### src/rtl/vga_sync_if.sv
// Raster timing bundle from the VGA sync generator to the image generator and DAC.
// The sync controller drives the master side; the image generator and DAC read the slave side.
interface vga_sync_if;
    logic        h_sync;
    logic        v_sync;
    logic        disp_ena;
    logic [31:0] column;
    logic [31:0] row;
    logic        n_blank;
    logic        n_sync;
    logic        frame_start;

    modport master (
        output h_sync, v_sync, disp_ena, column, row, n_blank, n_sync, frame_start
    );

    modport slave (
        input  h_sync, v_sync, disp_ena, column, row, n_blank, n_sync, frame_start
    );
endinterface

### src/rtl/vga_sync_controller.sv
// Free-running VGA raster generator (640x480@60 by default): horizontal and vertical
// counters with registered sync, display-enable, pixel coordinates and frame-start pulse.
module vga_sync_controller #(
    parameter int unsigned H_PIXELS = 640,
    parameter int unsigned H_FP     = 16,
    parameter int unsigned H_PULSE  = 96,
    parameter int unsigned H_BP     = 48,
    parameter bit          H_POL    = 1'b0,
    parameter int unsigned V_PIXELS = 480,
    parameter int unsigned V_FP     = 10,
    parameter int unsigned V_PULSE  = 2,
    parameter int unsigned V_BP     = 33,
    parameter bit          V_POL    = 1'b0
) (
    input  logic          clk,
    input  logic          reset_n,
    vga_sync_if.master    vga
);

    localparam int unsigned H_PER = H_PIXELS + H_FP + H_PULSE + H_BP;
    localparam int unsigned V_PER = V_PIXELS + V_FP + V_PULSE + V_BP;

    localparam logic [11:0] H_ACT        = 12'(H_PIXELS);
    localparam logic [11:0] H_SYNC_FIRST = 12'(H_PIXELS + H_FP);
    localparam logic [11:0] H_SYNC_LAST  = 12'(H_PIXELS + H_FP + H_PULSE - 1);
    localparam logic [11:0] H_LAST       = 12'(H_PER - 1);
    localparam logic [11:0] V_ACT        = 12'(V_PIXELS);
    localparam logic [11:0] V_SYNC_FIRST = 12'(V_PIXELS + V_FP);
    localparam logic [11:0] V_SYNC_LAST  = 12'(V_PIXELS + V_FP + V_PULSE - 1);
    localparam logic [11:0] V_LAST       = 12'(V_PER - 1);

    logic [11:0] h_cnt_reg, h_cnt_next;
    logic [11:0] v_cnt_reg, v_cnt_next;
    logic        h_sync_reg, h_sync_next;
    logic        v_sync_reg, v_sync_next;
    logic        disp_ena_reg, disp_ena_next;
    logic [11:0] column_reg, column_next;
    logic [11:0] row_reg, row_next;
    logic        frame_start_reg, frame_start_next;

    logic h_active, v_active, h_in_pulse, v_in_pulse;

    always_ff @(posedge clk or negedge reset_n) begin
        if (!reset_n) begin
            h_cnt_reg       <= '0;
            v_cnt_reg       <= '0;
            h_sync_reg      <= ~H_POL;
            v_sync_reg      <= ~V_POL;
            disp_ena_reg    <= 1'b0;
            column_reg      <= '0;
            row_reg         <= '0;
            frame_start_reg <= 1'b0;
        end else begin
            h_cnt_reg       <= h_cnt_next;
            v_cnt_reg       <= v_cnt_next;
            h_sync_reg      <= h_sync_next;
            v_sync_reg      <= v_sync_next;
            disp_ena_reg    <= disp_ena_next;
            column_reg      <= column_next;
            row_reg         <= row_next;
            frame_start_reg <= frame_start_next;
        end
    end

    // Outputs are decoded from the current counter values, so they lag the counters by one edge.
    always_comb begin
        h_cnt_next = h_cnt_reg + 12'd1;
        v_cnt_next = v_cnt_reg;
        if (h_cnt_reg == H_LAST) begin
            h_cnt_next = '0;
            v_cnt_next = (v_cnt_reg == V_LAST) ? 12'd0 : v_cnt_reg + 12'd1;
        end

        h_active   = (h_cnt_reg < H_ACT);
        v_active   = (v_cnt_reg < V_ACT);
        h_in_pulse = (h_cnt_reg >= H_SYNC_FIRST) && (h_cnt_reg <= H_SYNC_LAST);
        v_in_pulse = (v_cnt_reg >= V_SYNC_FIRST) && (v_cnt_reg <= V_SYNC_LAST);

        h_sync_next      = h_in_pulse ? H_POL : ~H_POL;
        v_sync_next      = v_in_pulse ? V_POL : ~V_POL;
        disp_ena_next    = h_active && v_active;
        // Coordinates freeze at their last active value during blanking.
        column_next      = h_active ? h_cnt_reg : column_reg;
        row_next         = v_active ? v_cnt_reg : row_reg;
        frame_start_next = (h_cnt_reg == 12'd0) && (v_cnt_reg == 12'd0);
    end

    assign vga.h_sync      = h_sync_reg;
    assign vga.v_sync      = v_sync_reg;
    assign vga.disp_ena    = disp_ena_reg;
    assign vga.column      = {20'd0, column_reg};
    assign vga.row         = {20'd0, row_reg};
    assign vga.n_blank     = disp_ena_reg;
    assign vga.n_sync      = 1'b0;
    assign vga.frame_start = frame_start_reg;

endmodule

### src/flat_wrapper.sv
// flat-port wrapper written by rule: the top's interface ports become plain ports
module vga_sync_controller_flat 
#(
    parameter int unsigned H_PIXELS = 640,
    parameter int unsigned H_FP     = 16,
    parameter int unsigned H_PULSE  = 96,
    parameter int unsigned H_BP     = 48,
    parameter bit          H_POL    = 1'b0,
    parameter int unsigned V_PIXELS = 480,
    parameter int unsigned V_FP     = 10,
    parameter int unsigned V_PULSE  = 2,
    parameter int unsigned V_BP     = 33,
    parameter bit          V_POL    = 1'b0
)
  (clk, reset_n, vga_h_sync, vga_v_sync, vga_disp_ena, vga_column, vga_row, vga_n_blank, vga_n_sync, vga_frame_start);
  vga_sync_if vga_i ();
  input  logic clk;
  input  logic reset_n;
  output wire logic [$bits(vga_i.h_sync)-1:0] vga_h_sync;
  output wire logic [$bits(vga_i.v_sync)-1:0] vga_v_sync;
  output wire logic [$bits(vga_i.disp_ena)-1:0] vga_disp_ena;
  output wire logic [$bits(vga_i.column)-1:0] vga_column;
  output wire logic [$bits(vga_i.row)-1:0] vga_row;
  output wire logic [$bits(vga_i.n_blank)-1:0] vga_n_blank;
  output wire logic [$bits(vga_i.n_sync)-1:0] vga_n_sync;
  output wire logic [$bits(vga_i.frame_start)-1:0] vga_frame_start;
  assign vga_h_sync = vga_i.h_sync;
  assign vga_v_sync = vga_i.v_sync;
  assign vga_disp_ena = vga_i.disp_ena;
  assign vga_column = vga_i.column;
  assign vga_row = vga_i.row;
  assign vga_n_blank = vga_i.n_blank;
  assign vga_n_sync = vga_i.n_sync;
  assign vga_frame_start = vga_i.frame_start;
  vga_sync_controller #(.H_PIXELS(H_PIXELS), .H_FP(H_FP), .H_PULSE(H_PULSE), .H_BP(H_BP), .H_POL(H_POL), .V_PIXELS(V_PIXELS), .V_FP(V_FP), .V_PULSE(V_PULSE), .V_BP(V_BP), .V_POL(V_POL)) u_core (.clk(clk), .reset_n(reset_n), .vga(vga_i));
endmodule
### config.mk
export PLATFORM = sky130hd
export DESIGN_NAME = vga_sync_controller_flat
export DESIGN_NICKNAME = d
export VERILOG_FILES = /design/src/rtl/vga_sync_if.sv /design/src/rtl/vga_sync_controller.sv /design/src/flat_wrapper.sv
export SDC_FILE = /design/constraint.sdc
export NUM_CORES = 1
export LEC_CHECK = 0
export CAP_MARGIN = 20
export CORE_MARGIN = 2
export CORE_UTILIZATION = 30
export DETAILED_ROUTE_END_ITERATION = 8
export SLEW_MARGIN = 20
export SYNTH_ARGS = -nofsm -noshare
export SYNTH_HDL_FRONTEND = slang
export SYNTH_SLANG_ARGS = --single-unit
export TNS_END_PERCENT = 30
### constraint.sdc
create_clock -name clk -period 2.45 [get_ports clk]
set_input_delay 0.245 -clock clk [delete_from_list [all_inputs] [get_ports clk]]
set_output_delay 0.245 -clock clk [all_outputs]
set_load 0.02 [all_outputs]
# Yosys cells after proc, flatten, opt, wreduce, memory -nomap -nowiden

Cells that the tools add are included.

Logic and storage cells: 28
Bits of input ports: 2
Register bits after elaboration: 52

Mux-type cells: 4
$lt $le $gt $ge: 6
Equality and inequality tests: 2
Reduce and logical (&&, ||, !) cells: 6
Add/sub/neg operators: 2

Operators by type and width:

| cell                                                                                  | count |
|---|---|
| 12-bit by 1-bit adder with 12-bit output, second input constant                       | 2 |
| 12-bit by 10-bit equality test with 1-bit output, second input constant               | 2 |
| 12-bit zero test                                                                      | 2 |
| 12-bit two-way mux                                                                    | 2 |
| 12-bit by 10-bit greater-or-equal comparator with 1-bit output, second input constant | 1 |
| 12-bit by 9-bit greater-or-equal comparator with 1-bit output, second input constant  | 1 |
| 12-bit by 10-bit <= comparator with 1-bit output, second input constant               | 1 |
| 12-bit by 9-bit <= comparator with 1-bit output, second input constant                | 1 |
| 12-bit by 10-bit less-than comparator with 1-bit output, second input constant        | 1 |
| 12-bit by 9-bit less-than comparator with 1-bit output, second input constant         | 1 |
| 1-bit logical AND                                                                     | 4 |
| 1-bit two-way mux                                                                     | 2 |

# Depth between registers and ports, before layout

Depth after elaboration: 3
Mapped depth: 6

# Worst setup path after synthesis

No wires, ideal clock.

Kind: register to register
Start: register u_core.h_cnt_reg[6]
End: register u_core.v_cnt_reg[7]
Setup time: 0.127 ns
Setup slack: 0.516 ns
Period minus slack after synthesis: 1.934 ns
Data arrival time: 1.807 ns
Cell stages (with the launch flop): 5
Cell sequence: dfrtp_1 > or4_4 > nor4_4 > nand4_1 > mux2_1

Cells in the longest elaborated chain, start to end: 1

RTL lines:

| what                                             | line                      | RTL |
|---|---|---|
| start: declaration                               | vga_sync_controller.sv:32 | `logic [11:0] h_cnt_reg, h_cnt_next;` |
| start signal: assignment                         | vga_sync_controller.sv:54 | `h_cnt_reg <= h_cnt_next;` |
| 12-bit by 10-bit equality test with 1-bit output | vga_sync_controller.sv:69 | `if (h_cnt_reg == H_LAST) begin` |
| end signal: assignment                           | vga_sync_controller.sv:55 | `v_cnt_reg <= v_cnt_next;` |
| end: declaration                                 | vga_sync_controller.sv:33 | `logic [11:0] v_cnt_reg, v_cnt_next;` |

Every way passes these cells.
A chain may end at the register's enable or synchronous reset.

# Worst setup path in the final report

Start: register u_core.h_cnt_reg[0]
End: register u_core.v_cnt_reg[3]

The elaborated chain is that of the path after synthesis.

==> reports/qor.csv <==
stage,metric,value,unit
status,status,completed,
logic_synthesis,top post-synthesis cells by count,"dfrtp_1 (50), buf_4 (42), nand2_1 (21)",
global_route,global-route usage over all layers,10.28,%
clocking,total CTS buffers,5,
clocking,post-CTS resize count,0,
logic_synthesis,sequential-to-total area share from yosys stat,49.98,%
clocking,CTS Sinks,52,
clocking,post-CTS setup buffer count,0,
clocking,Hold Buf Count CTS,0,
hold_path,HP Class,input pin to asynchronous set/reset pin,
timing,Final Max Tran Viols,0,
setup_path,reg2reg setup slack,0.48,ns
timing,post-route setup TNS,0,ns
logic_synthesis,Synth Area per Inst,10.11,µm²
floorplanning,Die W,97.25,µm
routing,vias post-DR,1778,
global_route,largest net degree at the start of global routing,53,
clocking,clock buffer depth,2,
logic_synthesis,"EDFF count, synth",0,
floorplanning,core area,8593,µm²
logic_synthesis,Unique masters post-synth,38,
layout,final core utilization,34.45,%
logic_synthesis,ys flop type,dfrtp_1,
floorplanning,DIE AREA,9458,µm²
routing,Avg WL per Cell,12.22,µm
setup_path,reg-to-reg startpoint,u_core.h_cnt_reg[0],
routing,routed vias/inst,4.524,
placed_design,IO buf count,30,
logic_synthesis,most common cell in the netlist,dfrtp_1,
setup_path,Critical path origin,u_core.h_cnt_reg[0],
placed_design,HPWL Detailed,3427,µm
setup_path,crit path max fanout,16,
floorplanning,Initial Util,30.36,%
layout,Fill cells,874,
routing,remaining routing DRC violations,0,
global_route,initial antenna violation count,0,
setup_path,Worst Setup End Kind,register,
placed_design,routability cong.,0.8225,
clocking,CTS root buf,clkbuf_8,
floorplanning,Die Y,97.25,µm
logic_synthesis,Synth Register Bits,52,
setup_path,WS Path Type,register to register,
routing,Final ANT Viol Nets,0,
timing,Worst-Margin Slew,0.6488,ns
setup_path,"Req. time, crit path",2.65,ns
clocking,CTS tree,yes,
logic_synthesis,Netlist Area Pre-Place,2609,µm²
global_route,first-pass GRT wire length,8093,µm
routing,drt first pass iters,4,
logic_synthesis,"top cells by area, synth","dfrtp_1 (48%), buf_4 (12%), nand2_1 (3.0%), o21ai_0 (2.7%), ha_1 (2.4%)",
timing,final worst-path cycle share,80.33,%
layout,multi-input combinational cell area,1066,µm²
timing,setup violators final,0,
routing,WL final,4802,µm
timing,Peak Freq,508.1,MHz
setup_path,startpoint class of the critical path,register,
job,Max-Cap Viols,0,
global_route,vias in the first global route,1652,
setup_path,CP arrival,2.17,ns
floorplanning,I/O pin total,72,
power_and_ir_drop,Pleak,0.001358,µW
clocking,clk slew on worst S/H paths,0.09,ns
logic_synthesis,Yosys warning count,0,
layout,Reg area,1304,µm²
routing,initial DRC count,79,
layout,ant diodes,0,
logic_synthesis,share of the synthesized area in the top cell type,47.96,%
timing,max_slew headroom,56.75,%
layout,ratio of cells with drive above 1 in the final layout,7.719,%
floorplanning,Rows,34,
logic_synthesis,Gate Count Post-Synth,258,
logic_synthesis,Yosys top cell by area,dfrtp_1,
logic_synthesis,async set-reset flop share out of synthesis,100.0,%
global_route,GRT overflow,0,
timing,Fin. Hold Viols,0,
clocking,Worst-Skew Late Latency,0.30,ns
clocking,H-tree depth,2,
timing,RSZ-0062 raised after global routing,false,
layout,synthesis-to-layout area growth,13.48,%
timing,Final min period,1.968,ns
power_and_ir_drop,Cell Pwr Density,511.5,nW/µm²
layout,Layout Nets,291,
power_and_ir_drop,maximum VDD drop,216.8,µV
timing,skew final,0.004989,ns
-- power breakdown --
group          switching (µW)  internal [µW]
Clock                     281            302
Sequential                  0            858
Combinational            71.4           1.60
Total                     353           1160
-- placed cells by master, fill, tap and decap left out, types with 2 or more instances in the layout --
cell type / n
a21oi_1: 5
a31oi_1: 4
and2_1: 6
and3_1: 2
and4_1: 3
buf_4: 3
clkbuf_8: 5
clkdlybuf4s50_1: 29
conb_1: 41
dfrtp_1: 50
dfstp_2: 2
ha_1: 5
inv_1: 7
mux2_2: 5
nand2_1: 21
nand2b_1: 2
nand3_1: 11
nand4_1: 6
nor2_1: 15
nor2b_1: 2
nor3_1: 6
nor4_1: 7
o21ai_0: 14
o22a_1: 5
or3_1: 3
xnor2_1: 6
xor2_1: 5
-- kinds of logic (layout without fill, tap and decap cells) --
group,count (synthesis),count (layout),synth area share (%)
muxes,6,6,2.590
AOI/OAI and AO/OA,32,32,7.578
DFF,52,52,49.98
other,1,41,0.1437
and+or+nand+nor,90,90,18.71
buffers and inverters,61,48,14.92
adders and majority gates,5,5,2.398
xor gates and xnor gates,11,11,3.693
-- layout make-up --
type / instances / share of cell area [%]
Multi-Input combinational cell: 185 / 36.01
Sequential cell: 52 / 44.04
Tap cell: 108 / 4.565
Clock inverter: 3 / 1.437
Timing Repair Buffer: 33 / 10.74
Inverter: 7 / 0.8876
Clock buffer: 5 / 2.325
-- layer usage --
layer	up-vias	track usage, %	part of all wire [%]
met3	4	2.302	4.3
met1	871	14.13	47
met2	53	16.08	47
li1	850	-	-
met5	-	0	0
met4	0	3.526	1.1
-- worst max-delay path, cell delays in order, from the launching register on --
cell	delay, ns
dfrtp_1	0.41
ha_1	0.23
nand4_1	0.33
nor4_4	0.40
buf_4	0.26
o21ai_0	0.10
o2bb2ai_1	0.13
-- metrics by stage --
step / total power (µW) / hold WS [ns] / cells / setup slack, ns / instance area, µm²
2_1_floorplan: 979.4 / -0.05059 / 298 / 0.5157 / 2759
3_3_place_gp: 947.8 / 0.4014 / 385 / 0.5586 / 2849
3_5_place_dp: 947.9 / 0.4022 / 385 / 0.4916 / 2849
4_1_cts: 1544 / 0.06269 / 393 / 0.4767 / 2960
5_1_grt: 1579 / 0.08087 / 393 / 0.2502 / 2960
6_report: 1514 / 0.03201 / 393 / 0.4820 / 2960
-- path summary, 6_finish.rpt --
| path | cells past startpoint | endpoint |
|---|---|---|
| max | 6 | u_core.v_cnt_reg[3] |
| max in group asynchronous | 2 | u_core.column_reg[8] |
| max reg2reg | 6 | u_core.v_cnt_reg[3] |
| min | 2 | u_core.row_reg[11] |
| min in group clk | 2 | u_core.row_reg[1] |
| min reg2reg | 2 | u_core.row_reg[1] |
Power figures use the tool's default switching activity.
